## src/rtl/alu_sequencer_if.sv

```systemverilog
// Request/response and ALU bus bundle for alu_sequencer.
// slave  : the sequencer's view (takes requests, drives the ALU).
// master : the environment's view (issues requests, plays the ALU).
interface alu_sequencer_if #(
  parameter int WIDTH = 32
);
  logic             start;
  logic [3:0]       op;
  logic [WIDTH-1:0] a_in;
  logic [WIDTH-1:0] b_in;
  logic             busy;
  logic             done;
  logic [WIDTH-1:0] result_out;
  logic             zero_flag;
  logic             carry_flag;
  logic             err;
  logic [WIDTH-1:0] alu_a;
  logic [WIDTH-1:0] alu_b;
  logic [6:0]       alu_ctrl;
  logic [WIDTH-1:0] alu_result;
  logic             alu_zero;
  logic             alu_carry;

  modport slave (
    input  start, op, a_in, b_in, alu_result, alu_zero, alu_carry,
    output busy, done, result_out, zero_flag, carry_flag, err,
           alu_a, alu_b, alu_ctrl
  );

  modport master (
    output start, op, a_in, b_in, alu_result, alu_zero, alu_carry,
    input  busy, done, result_out, zero_flag, carry_flag, err,
           alu_a, alu_b, alu_ctrl
  );
endinterface

```

## src/rtl/alu_sequencer.sv

```systemverilog
// Multi-cycle command front-end for the 32-bit ALU. One request is run
// as one or two ALU passes; SUB/CMP complement b first, then add.
//
// state | meaning
// IDLE  | waiting for start, ALU bus parked at 0
// P1    | first ALU pass (or skip for an illegal op code)
// P2    | second pass of SUB/CMP: a + (-b)
// WB    | ALU carry register now valid; results written on exit
module alu_sequencer #(
  parameter int WIDTH = 32
) (
  input  logic          clk,
  input  logic          rst,
  alu_sequencer_if.slave bus
);

  localparam logic [3:0] OP_ADD = 4'b0000;
  localparam logic [3:0] OP_SUB = 4'b0001;
  localparam logic [3:0] OP_AND = 4'b0010;
  localparam logic [3:0] OP_XOR = 4'b0011;
  localparam logic [3:0] OP_NEG = 4'b0100;
  localparam logic [3:0] OP_SLL = 4'b0101;
  localparam logic [3:0] OP_SRL = 4'b0110;
  localparam logic [3:0] OP_SRA = 4'b0111;
  localparam logic [3:0] OP_NOT = 4'b1000;
  localparam logic [3:0] OP_CMP = 4'b1001;

  typedef enum logic [1:0] {
    IDLE = 2'b00,
    P1   = 2'b01,
    P2   = 2'b10,
    WB   = 2'b11
  } state_t;

  state_t           state;
  logic [3:0]       op_reg;
  logic [WIDTH-1:0] a_reg;
  logic [WIDTH-1:0] b_reg;
  logic [WIDTH-1:0] tmp;
  logic [WIDTH-1:0] res_reg;
  logic             zero_reg;
  logic [WIDTH-1:0] result_q;
  logic             zero_q;
  logic             carry_q;
  logic             err_q;
  logic             done_q;

  logic             illegal;
  logic             two_pass;
  logic             arith;
  logic [WIDTH-1:0] alu_a_c;
  logic [WIDTH-1:0] alu_b_c;
  logic [6:0]       alu_ctrl_c;

  // Op-class decode of the latched op code.
  always_comb begin
    illegal  = (op_reg > OP_CMP);
    two_pass = (op_reg == OP_SUB) || (op_reg == OP_CMP);
    arith    = (op_reg == OP_ADD) || (op_reg == OP_SUB) ||
               (op_reg == OP_NEG) || (op_reg == OP_CMP);
  end

  // ALU bus, purely from state and latched operands so it is stable all pass.
  // The complement passes drive a=0 so the ALU yields -b whether or not it
  // folds a into a complemented add.
  always_comb begin
    alu_a_c    = '0;
    alu_b_c    = '0;
    alu_ctrl_c = 7'b0000000;
    case (state)
      P1: begin
        case (op_reg)
          OP_ADD: begin
            alu_a_c    = a_reg;
            alu_b_c    = b_reg;
            alu_ctrl_c = 7'b1000000;
          end
          OP_NEG: begin
            alu_b_c    = b_reg;
            alu_ctrl_c = 7'b1001000;
          end
          OP_AND: begin
            alu_a_c    = a_reg;
            alu_b_c    = b_reg;
            alu_ctrl_c = 7'b0000001;
          end
          OP_XOR: begin
            alu_a_c    = a_reg;
            alu_b_c    = b_reg;
            alu_ctrl_c = 7'b0000010;
          end
          OP_NOT: begin
            alu_a_c    = a_reg;
            alu_b_c    = '1;
            alu_ctrl_c = 7'b0000010;
          end
          OP_SLL: begin
            alu_a_c    = a_reg;
            alu_b_c    = b_reg;
            alu_ctrl_c = 7'b0000011;
          end
          OP_SRL: begin
            alu_a_c    = a_reg;
            alu_b_c    = b_reg;
            alu_ctrl_c = 7'b0010011;
          end
          OP_SRA: begin
            alu_a_c    = a_reg;
            alu_b_c    = b_reg;
            alu_ctrl_c = 7'b0110011;
          end
          OP_SUB, OP_CMP: begin
            alu_b_c    = b_reg;
            alu_ctrl_c = 7'b0001000;
          end
          default: begin
            alu_a_c    = '0;
            alu_b_c    = '0;
            alu_ctrl_c = 7'b0000000;
          end
        endcase
      end
      P2: begin
        alu_a_c    = a_reg;
        alu_b_c    = tmp;
        alu_ctrl_c = 7'b1000000;
      end
      default: begin
        alu_a_c    = '0;
        alu_b_c    = '0;
        alu_ctrl_c = 7'b0000000;
      end
    endcase
  end

  // Sequencer FSM with registered result, flags and done pulse.
  always_ff @(posedge clk or posedge rst) begin
    if (rst) begin
      state    <= IDLE;
      op_reg   <= '0;
      a_reg    <= '0;
      b_reg    <= '0;
      tmp      <= '0;
      res_reg  <= '0;
      zero_reg <= 1'b0;
      result_q <= '0;
      zero_q   <= 1'b0;
      carry_q  <= 1'b0;
      err_q    <= 1'b0;
      done_q   <= 1'b0;
    end else begin
      done_q <= 1'b0;
      case (state)
        IDLE: begin
          if (bus.start) begin
            op_reg <= bus.op;
            a_reg  <= bus.a_in;
            b_reg  <= bus.b_in;
            state  <= P1;
          end
        end
        P1: begin
          if (illegal) begin
            res_reg  <= '0;
            zero_reg <= 1'b0;
            state    <= WB;
          end else if (two_pass) begin
            tmp   <= bus.alu_result;
            state <= P2;
          end else begin
            res_reg  <= bus.alu_result;
            zero_reg <= bus.alu_zero;
            state    <= WB;
          end
        end
        P2: begin
          res_reg  <= bus.alu_result;
          zero_reg <= bus.alu_zero;
          state    <= WB;
        end
        WB: begin
          // CMP keeps the subtraction flags but reports no value.
          result_q <= (op_reg == OP_CMP) ? '0 : res_reg;
          zero_q   <= zero_reg;
          carry_q  <= arith ? bus.alu_carry : 1'b0;
          err_q    <= illegal;
          done_q   <= 1'b1;
          state    <= IDLE;
        end
        default: state <= IDLE;
      endcase
    end
  end

  assign bus.busy       = (state != IDLE);
  assign bus.done       = done_q;
  assign bus.result_out = result_q;
  assign bus.zero_flag  = zero_q;
  assign bus.carry_flag = carry_q;
  assign bus.err        = err_q;
  assign bus.alu_a      = alu_a_c;
  assign bus.alu_b      = alu_b_c;
  assign bus.alu_ctrl   = alu_ctrl_c;

endmodule
```

## src/flat_wrapper.sv

```systemverilog
// flat-port wrapper written by rule: the top's interface ports become plain ports
module alu_sequencer_flat 
#(
  parameter int WIDTH = 32
)
  (clk, rst, bus_start, bus_op, bus_a_in, bus_b_in, bus_alu_result, bus_alu_zero, bus_alu_carry, bus_busy, bus_done, bus_result_out, bus_zero_flag, bus_carry_flag, bus_err, bus_alu_a, bus_alu_b, bus_alu_ctrl);
  alu_sequencer_if #(.WIDTH(WIDTH)) bus_i ();
  input  logic clk;
  input  logic rst;
  input wire logic [$bits(bus_i.start)-1:0] bus_start;
  input wire logic [$bits(bus_i.op)-1:0] bus_op;
  input wire logic [$bits(bus_i.a_in)-1:0] bus_a_in;
  input wire logic [$bits(bus_i.b_in)-1:0] bus_b_in;
  input wire logic [$bits(bus_i.alu_result)-1:0] bus_alu_result;
  input wire logic [$bits(bus_i.alu_zero)-1:0] bus_alu_zero;
  input wire logic [$bits(bus_i.alu_carry)-1:0] bus_alu_carry;
  output wire logic [$bits(bus_i.busy)-1:0] bus_busy;
  output wire logic [$bits(bus_i.done)-1:0] bus_done;
  output wire logic [$bits(bus_i.result_out)-1:0] bus_result_out;
  output wire logic [$bits(bus_i.zero_flag)-1:0] bus_zero_flag;
  output wire logic [$bits(bus_i.carry_flag)-1:0] bus_carry_flag;
  output wire logic [$bits(bus_i.err)-1:0] bus_err;
  output wire logic [$bits(bus_i.alu_a)-1:0] bus_alu_a;
  output wire logic [$bits(bus_i.alu_b)-1:0] bus_alu_b;
  output wire logic [$bits(bus_i.alu_ctrl)-1:0] bus_alu_ctrl;
  assign bus_i.start = bus_start;
  assign bus_i.op = bus_op;
  assign bus_i.a_in = bus_a_in;
  assign bus_i.b_in = bus_b_in;
  assign bus_i.alu_result = bus_alu_result;
  assign bus_i.alu_zero = bus_alu_zero;
  assign bus_i.alu_carry = bus_alu_carry;
  assign bus_busy = bus_i.busy;
  assign bus_done = bus_i.done;
  assign bus_result_out = bus_i.result_out;
  assign bus_zero_flag = bus_i.zero_flag;
  assign bus_carry_flag = bus_i.carry_flag;
  assign bus_err = bus_i.err;
  assign bus_alu_a = bus_i.alu_a;
  assign bus_alu_b = bus_i.alu_b;
  assign bus_alu_ctrl = bus_i.alu_ctrl;
  alu_sequencer #(.WIDTH(WIDTH)) u_core (.clk(clk), .rst(rst), .bus(bus_i));
endmodule
```

## config.mk

```make
export PLATFORM = sky130hd
export DESIGN_NAME = alu_sequencer_flat
export DESIGN_NICKNAME = d
export VERILOG_FILES = /design/src/rtl/alu_sequencer_if.sv /design/src/rtl/alu_sequencer.sv /design/src/flat_wrapper.sv
export SDC_FILE = /design/constraint.sdc
export NUM_CORES = 1
export LEC_CHECK = 0
export ABC_AREA = 0
export CORE_MARGIN = 3
export CORE_UTILIZATION = 25
export CTS_CLUSTER_SIZE = 12
export DETAILED_ROUTE_END_ITERATION = 8
export SYNTH_ARGS = -nofsm -noshare
export SYNTH_HDL_FRONTEND = slang
export SYNTH_SLANG_ARGS = --single-unit
```

## constraint.sdc

```tcl
create_clock -name clk -period 5.4 [get_ports clk]
set_input_delay 0.54 -clock clk [delete_from_list [all_inputs] [get_ports clk]]
set_output_delay 0.54 -clock clk [all_outputs]
set_load 0.05 [all_outputs]
```

==> impl_metrics.env, run 1 <==
export IMPL_run_status="finished clean"
export IMPL_cp_buffers_inverters=4
export IMPL_i_o_pins=213
export IMPL_cp_top_family="buffers and inverters"
export IMPL_setup_total_negative_slack_ns=0
export IMPL_worst_path_most_repeated_cell="sky130_fd_sc_hd__buf_4"
export IMPL_antennaDiodeCount=0
export IMPL_cts_clk_slew_worst_paths_ns=0.08
export IMPL_internal_power_uw=4240
export IMPL_place_port_buffers=211
export IMPL_synth_most_common_cell="sky130_fd_sc_hd__dfrtp_1"
export IMPL_via_count_of_the_first_global_routing_pass=5756
export IMPL_hold_viol_final=0
export IMPL_timing_critical_path_depth=7
export IMPL_rr_endpoint="u_core.zero_reg"
export IMPL_timing_final_max_slew_violations=0
export IMPL_ys_flop_type="sky130_fd_sc_hd__dfrtp_1"
export IMPL_clockBufferDepth=2
export IMPL_pwr_share_clk_pct=16.5
export IMPL_crit_path_start="u_core.state[1]"
export IMPL_clock_tree_root_cell="sky130_fd_sc_hd__clkbuf_16"
export IMPL_grt_pass1_wl_mm=33.3
export IMPL_slowest_stage="sky130_fd_sc_hd__clkdlybuf4s50_1"
export IMPL_floorplan_core_area_um2=29000
export IMPL_die_height_um=179
export IMPL_congestion_overflow_gr=0
export IMPL_wire_per_inst_um=18.2
export IMPL_clock_sink_count=171
export IMPL_layout_area_seq_um2=4280
export IMPL_gpl_final_weighted_congestion=0.763
export IMPL_p_leak_uw=0.00440
export IMPL_fin_nets=898
export IMPL_yosys_area_top_type="sky130_fd_sc_hd__dfrtp_1"
export IMPL_finalSetupViolations=0
export IMPL_endpoint="bus_alu_b[0]"
export IMPL_cts_hold_buffers_added=0
export IMPL_yosys_register_bits=171
export IMPL_yosys_warnings=0
export IMPL_htreeDepth=4
export IMPL_start_util_pct=25.6
export IMPL_drive_above_1_share_pct=17.7
export IMPL_worstRegToRegCells=7
export IMPL_worstSkewPairLatency_ns=0.42
export IMPL_syn_inst=603
export IMPL_ant_nets=0
export IMPL_crit_path_cell_trace="inv_1 > ha_2 > buf_4 > nand3_1 > buf_4 > o21ai_0 > clkdlybuf4s50_1"
export IMPL_vdd_ir_drop_worst_mv=0.283
export IMPL_drt_vias_per_instance=4.57
export IMPL_worstPathArrival_ns=3.50
export IMPL_die_width_um=179
export IMPL_critPathMaxStageDelay_ns=0.84
export IMPL_synth_cell_area_um2=7440
export IMPL_synthDistinctLibCells=37
export IMPL_synth_async_sr_flop_share_pct=100
export IMPL_fp_dieArea_um2=31900
export IMPL_multi_input_gate_area_in_the_final_layout_um2=2930
export IMPL_worst_setup_path_end_kind="output port"
export IMPL_core_rowCount=62
export IMPL_worst_hold_path_type="reg2reg"
export IMPL_setup_worst_path_start_class="register"
export IMPL_synth_edff_count=0
export IMPL_post_synth_cell_area_avg_um2=12.3
export IMPL_cp_max_fo=70
export IMPL_tritoncts_num_buffers=17
export IMPL_final_fill_count=2866
export IMPL_reg2reg_setup_slack_ns=2.98
export IMPL_max_slew_margin_rel_pct=23.9
export IMPL_max_clock_freq_mhz=247
export IMPL_switching_power_uw=3570
export IMPL_detailed_place_hpwl_mm=14.1
export IMPL_drt_first_pass_iters=4
export IMPL_ys_seq_area_share_pct=57.5
export IMPL_number_of_max_cap_violations=0
export IMPL_detailed_route_via_count=5416
export IMPL_antenna_found_initial=0
export IMPL_netSwitchingFraction_pct=45.8
export IMPL_route_detailed_drc=0
export IMPL_post_cts_buffers=0
export IMPL_crit_type="reg2out"
export IMPL_drt_iter0_markers=221
export IMPL_track_usage_pct=13.5
export IMPL_finalCritPeriodShare_pct=74.8
export IMPL_synthDominantCellAreaShare_pct=57.5
export IMPL_largest_net_degree_at_the_start_of_global_routing=92
export IMPL_power_share_combinational_pct=54.5
export IMPL_cellPowerDensity_nw_per_um2=744
export IMPL_cp_required_ns=4.86
export IMPL_finalHoldWorstSlack_ns=0.476
export IMPL_synth_area_leaders="sky130_fd_sc_hd__dfrtp_1, sky130_fd_sc_hd__mux2_2, sky130_fd_sc_hd__a22o_1"
export IMPL_worst_clock_skew_ns=0.00777
export IMPL_share_seq_of_total_power_pct=29.0
export IMPL_grt_setup_unrepaired="false"
export IMPL_synth_cells_most_frequent="sky130_fd_sc_hd__dfrtp_1, sky130_fd_sc_hd__mux2_2, sky130_fd_sc_hd__nand2_1"
export IMPL_cts_resized=0
export IMPL_critical_path_reg2reg_startpoint="u_core.state[1]"
export IMPL_synthToLayoutAreaGrowth_pct=41.2
export IMPL_postSynthNetCount=713
export IMPL_tritoncts="built"
export IMPL_tightest_slew_ns=1.14
export IMPL_fin_crit_ns=4.04
export IMPL_drt_total_wl_mm=21.6
==> power groups by stage <==
stage | combinational [uW] | clock [uW] | sequential (uW)
CTS | 4340 | 1340 | 2270
global route | 4560 | 1390 | 2350
detailed placement | 4330 | 0 | 2290
finish | 4260 | 1290 | 2270
global placement | 4300 | 0 | 2260
floorplan | 2710 | 0 | 2540
==> worst min-delay path by stage <==
stage                  startpoint                         to  slack, ns  depth (start not counted)
2_1_floorplan  u_core.res_reg[17]  u_core.bus.result_out[17]       0.46                          1
3_3_place_gp   u_core.res_reg[30]  u_core.bus.result_out[30]       0.46                          1
3_5_place_dp   u_core.res_reg[17]  u_core.bus.result_out[17]       0.47                          1
4_1_cts        u_core.res_reg[14]  u_core.bus.result_out[14]       0.48                          1
5_1_grt        u_core.res_reg[18]  u_core.bus.result_out[18]       0.49                          1
6_report       u_core.res_reg[19]  u_core.bus.result_out[19]       0.48                          1
==> cell usage in the layout, fill, tap and decap left out, drive strengths merged <==
cell and instances:
a22o 33, clkbuf 18, a31o 33, ha 5, dfrtp 171, o21a 1, mux2 102, o211ai 1
buf 8, conb 1, nand4bb 1, o41a 1, a21boi 34, mux2i 1, nor3 2, nand2b 3
clkinvlp 2, clkinv 4, clkdlybuf4s50 211, nor2b 3, a21o 1, bufinv 2, a31oi 1, inv 13
nand3 1, and3 32, nand2 37, o21ai 36, a21oi 2, a211oi 1, and2 3, or4b 1
and4 1, nor2 35
==> kinds of logic (layout without fill, tap and decap cells) <==
logic type | Yosys count | after routing | synth area share, %
flops | 171 | 171 | 57.5
buf+inv | 60 | 258 | 3.82
other cells | 1 | 1 | 0.0504
fa+ha+maj | 5 | 5 | 0.841
simple gates | 119 | 119 | 7.74
mux | 103 | 103 | 15.6
compound gates | 144 | 144 | 14.5
==> worst register-to-register path, cell delays in order (launching register included) <==
cell and delay, ns:
sky130_fd_sc_hd__dfrtp_1 0.41, sky130_fd_sc_hd__inv_1 0.10, sky130_fd_sc_hd__ha_1 0.28, sky130_fd_sc_hd__nand4bb_4 0.12, sky130_fd_sc_hd__buf_4 0.60, sky130_fd_sc_hd__and2_1 0.25, sky130_fd_sc_hd__buf_4 0.36, sky130_fd_sc_hd__a31o_2 0.24
==> through the flow <==
step                      instances  util, %  cell area (um2)  total power (uW)  setup slack [ns]
after floorplan                 603        -             7440              5250             0.228
after global placement         1153     34.1             9890              6560              1.82
after detailed placement       1153     34.1             9890              6620              1.78
after CTS                      1185     36.2            10500              7950              1.30
after global routing           1185     36.2            10500              8300              1.08
final                          1185     36.2            10500              7810              1.36
==> routing by layer <==
metal | share of wire, % | wire length [um] | global-route usage [%] | vias to the layer above
li1 | - | - | - | 2515
met1 | 44 | 9450 | 17.5 | 2726
met2 | 48 | 10300 | 21.8 | 158
met3 | 7.1 | 1530 | 4.53 | 17
met4 | 1.2 | 254 | 3.34 | 0
met5 | 0 | 0 | 0 | -
==> layout make-up <==
class / instances / area share (%)
Clock buffer: 18 / 4.09
Inverter: 7 / 0.322
Sequential cell: 171 / 40.7
Multi-Input combinational cell: 372 / 27.9
Timing Repair Buffer: 219 / 20.7
Tap cell: 384 / 4.57
Clock inverter: 14 / 1.73
No activity file was read; power rests on OpenSTA's default activity.
==> inputs of run 2 (changes only) <==
==> constraint.sdc (replaced) <==
create_clock -name clk -period 3.65 [get_ports clk]
set_input_delay 0.365 -clock clk [delete_from_list [all_inputs] [get_ports clk]]
set_output_delay 0.365 -clock clk [all_outputs]
set_load 0.05 [all_outputs]
==> run 2 against run 1 <==
  * Sequential share of layout area down 1.9 points
  * Design area grew 4.8%
  * Routed wire length rose by 1.4%
  * Largest cell class unchanged
  * Highest routed layer is now met5
==> impl_metrics.env, run 2 (synthesis gave the netlist of run 1 again) <==
export IMPL_worstSkewPairLatency_ns=0.43
export IMPL_design_area_um2=11000
export IMPL_most_frequent_standard_cell_in_the_layout_excluding_fill_and_tap_cells="sky130_fd_sc_hd__dfrtp_1"
export IMPL_reg2reg_setup_slack_ns=1.44
export IMPL_worst_setup_path_end_kind="output port"
export IMPL_layout_cells_most_common_list="sky130_fd_sc_hd__dfrtp_1, sky130_fd_sc_hd__clkdlybuf4s50_1, sky130_fd_sc_hd__mux2_2"
export IMPL_congestion_overflow_gr=0
export IMPL_drt_vias_per_instance=4.54
export IMPL_tightest_slew_ns=1.12
export IMPL_timing_final_max_slew_violations=0
export IMPL_place_port_buffers=211
export IMPL_htreeDepth=4
export IMPL_totalPowerFinal_uw=12200
export IMPL_setup_total_negative_slack_ns=0
export IMPL_cp_top_family="simple AND/OR/NAND/NOR gates"
export IMPL_finalCoreUtilization_pct=37.9
export IMPL_number_of_max_cap_violations=0
export IMPL_final_fill_count=2866
export IMPL_via_count_of_the_first_global_routing_pass=5667
export IMPL_worstPathArrival_ns=2.83
export IMPL_multi_input_gate_area_in_the_final_layout_um2=2940
export IMPL_synthToLayoutAreaGrowth_pct=48.0
export IMPL_cp_max_fo=32
export IMPL_fp_dieArea_um2=31900
export IMPL_max_clock_freq_mhz=313
export IMPL_track_usage_pct=14.0
export IMPL_clockBufferDepth=2
export IMPL_hold_viol_final=0
export IMPL_i_o_pins=213
export IMPL_cellPowerDensity_nw_per_um2=1110
export IMPL_fin_nets=902
export IMPL_core_rowCount=62
export IMPL_start_util_pct=25.6
export IMPL_vdd_ir_drop_worst_mv=0.478
export IMPL_cts_clk_slew_worst_paths_ns=0.07
export IMPL_die_height_um=179
export IMPL_run_status="finished clean"
export IMPL_antenna_found_initial=2
export IMPL_ant_nets=0
export IMPL_finalCritPeriodShare_pct=87.6
export IMPL_setup_worst_path_start_class="register"
export IMPL_drt_first_pass_iters=4
export IMPL_place_area_um2=10300
export IMPL_floorplan_core_area_um2=29000
export IMPL_tritoncts="built"
export IMPL_detailed_place_hpwl_mm=14.4
export IMPL_slowest_stage="sky130_fd_sc_hd__or4b_4"
export IMPL_worstRegToRegCells=6
export IMPL_tritoncts_num_buffers=17
export IMPL_gpl_final_weighted_congestion=0.738
export IMPL_grt_setup_unrepaired="false"
export IMPL_fin_crit_ns=3.20
export IMPL_critPathMaxStageDelay_ns=0.52
export IMPL_cp_required_ns=3.28
export IMPL_timing_critical_path_depth=6
export IMPL_drt_total_wl_mm=21.9
export IMPL_worst_hold_path_type="in2async"
export IMPL_cp_buffers_inverters=2
export IMPL_grt_pass1_wl_mm=34.4
export IMPL_detailed_route_via_count=5403
export IMPL_drive_above_1_share_pct=22.9
export IMPL_drt_iter0_markers=305
export IMPL_die_width_um=179
export IMPL_cts_hold_buffers_added=0
export IMPL_final_setup_worst_slack_ns=0.453
export IMPL_critical_path_reg2reg_startpoint="u_core.state[1]"
export IMPL_worst_clock_skew_ns=0.0127
export IMPL_rr_endpoint="u_core.res_reg[12]"
export IMPL_clock_sink_count=171
export IMPL_clock_tree_root_cell="sky130_fd_sc_hd__clkbuf_16"
export IMPL_layout_area_seq_um2=4280
export IMPL_p_leak_uw=0.00516
export IMPL_route_detailed_drc=0
export IMPL_wire_per_inst_um=18.4
export IMPL_crit_path_cell_trace="inv_1 > ha_1 > or4b_4 > o211ai_4 > and3_1 > dlymetal6s2s_1"
export IMPL_crit_type="reg2out"
export IMPL_dp_slack_ns=0.347
export IMPL_finalSetupViolations=0
export IMPL_max_slew_margin_rel_pct=25.5
export IMPL_largest_net_degree_at_the_start_of_global_routing=100
==> run 2: cell count changes in the layout (fill, tap and decap cells not counted), sizes merged <==
| cell | before | now |
|---|---|---|
| clkinvlp | 2 | 1 |
| dlymetal6s2s | 0 | 32 |
| clkdlybuf4s50 | 211 | 144 |
| clkinv | 4 | 8 |
| buf | 8 | 47 |
| diode | 0 | 1 |
| inv | 13 | 11 |
| bufinv | 2 | 1 |
==> run 2: metrics by stage <==
| step | cells | hold WS, ns |
|---|---|---|
| floorplan | 603 | 0.456 |
| global placement | 1157 | 0.462 |
| detailed placement | 1157 | 0.468 |
| CTS | 1189 | 0.156 |
| global route | 1190 | 0.157 |
| finish | 1190 | 0.181 |
==> run 2: layout make-up <==
cell class / count / share of cell area, %
Antenna cell: 1 / 0.0227
Clock buffer: 18 / 3.99
Clock inverter: 14 / 1.60
Inverter: 7 / 0.273
Multi-Input combinational cell: 372 / 26.7
Sequential cell: 171 / 38.9
Tap cell: 384 / 4.36
Timing Repair Buffer: 223 / 24.1
==> run 2: power by group <==
group | internal (uW) | leakage, uW | total, uW | switching, uW
registers | 2830 | 0.00208 | 3340 | 510
logic | 2880 | 0.00278 | 6970 | 4100
clock network | 1000 | 0.000301 | 1880 | 878
==> run 2: worst max path at each step <==
stage	startpoint	end
2_1_floorplan	u_core.state[1]	bus_alu_b[11]
3_3_place_gp	u_core.state[1]	bus_alu_a[15]
3_5_place_dp	u_core.state[1]	bus_alu_a[8]
4_1_cts	u_core.state[1]	bus_alu_a[8]
5_1_grt	u_core.state[1]	bus_alu_a[8]
6_report	u_core.state[1]	bus_alu_a[8]
==> run 2: metal layers <==
layer	global-route usage [%]	part of all wire [%]	vias to the layer above
met4	2.69	0.80	2
met5	0	0.091	-
met2	22.3	48	147
met3	4.56	6.6	14
li1	-	-	2530
met1	18.8	45	2710
==> run 2: worst reg2reg max path: stages (launching register included) <==
cell	delay (ns)
sky130_fd_sc_hd__dfrtp_1	0.42
sky130_fd_sc_hd__inv_1	0.10
sky130_fd_sc_hd__ha_2	0.41
sky130_fd_sc_hd__buf_4	0.37
sky130_fd_sc_hd__and2_1	0.20
sky130_fd_sc_hd__buf_4	0.40
sky130_fd_sc_hd__a31o_2	0.24
==> run 2: timing repair <==
item	CTS	global route
gates resized for setup	1	32
setup endpoints to repair	32	32
setup buffers	0	0
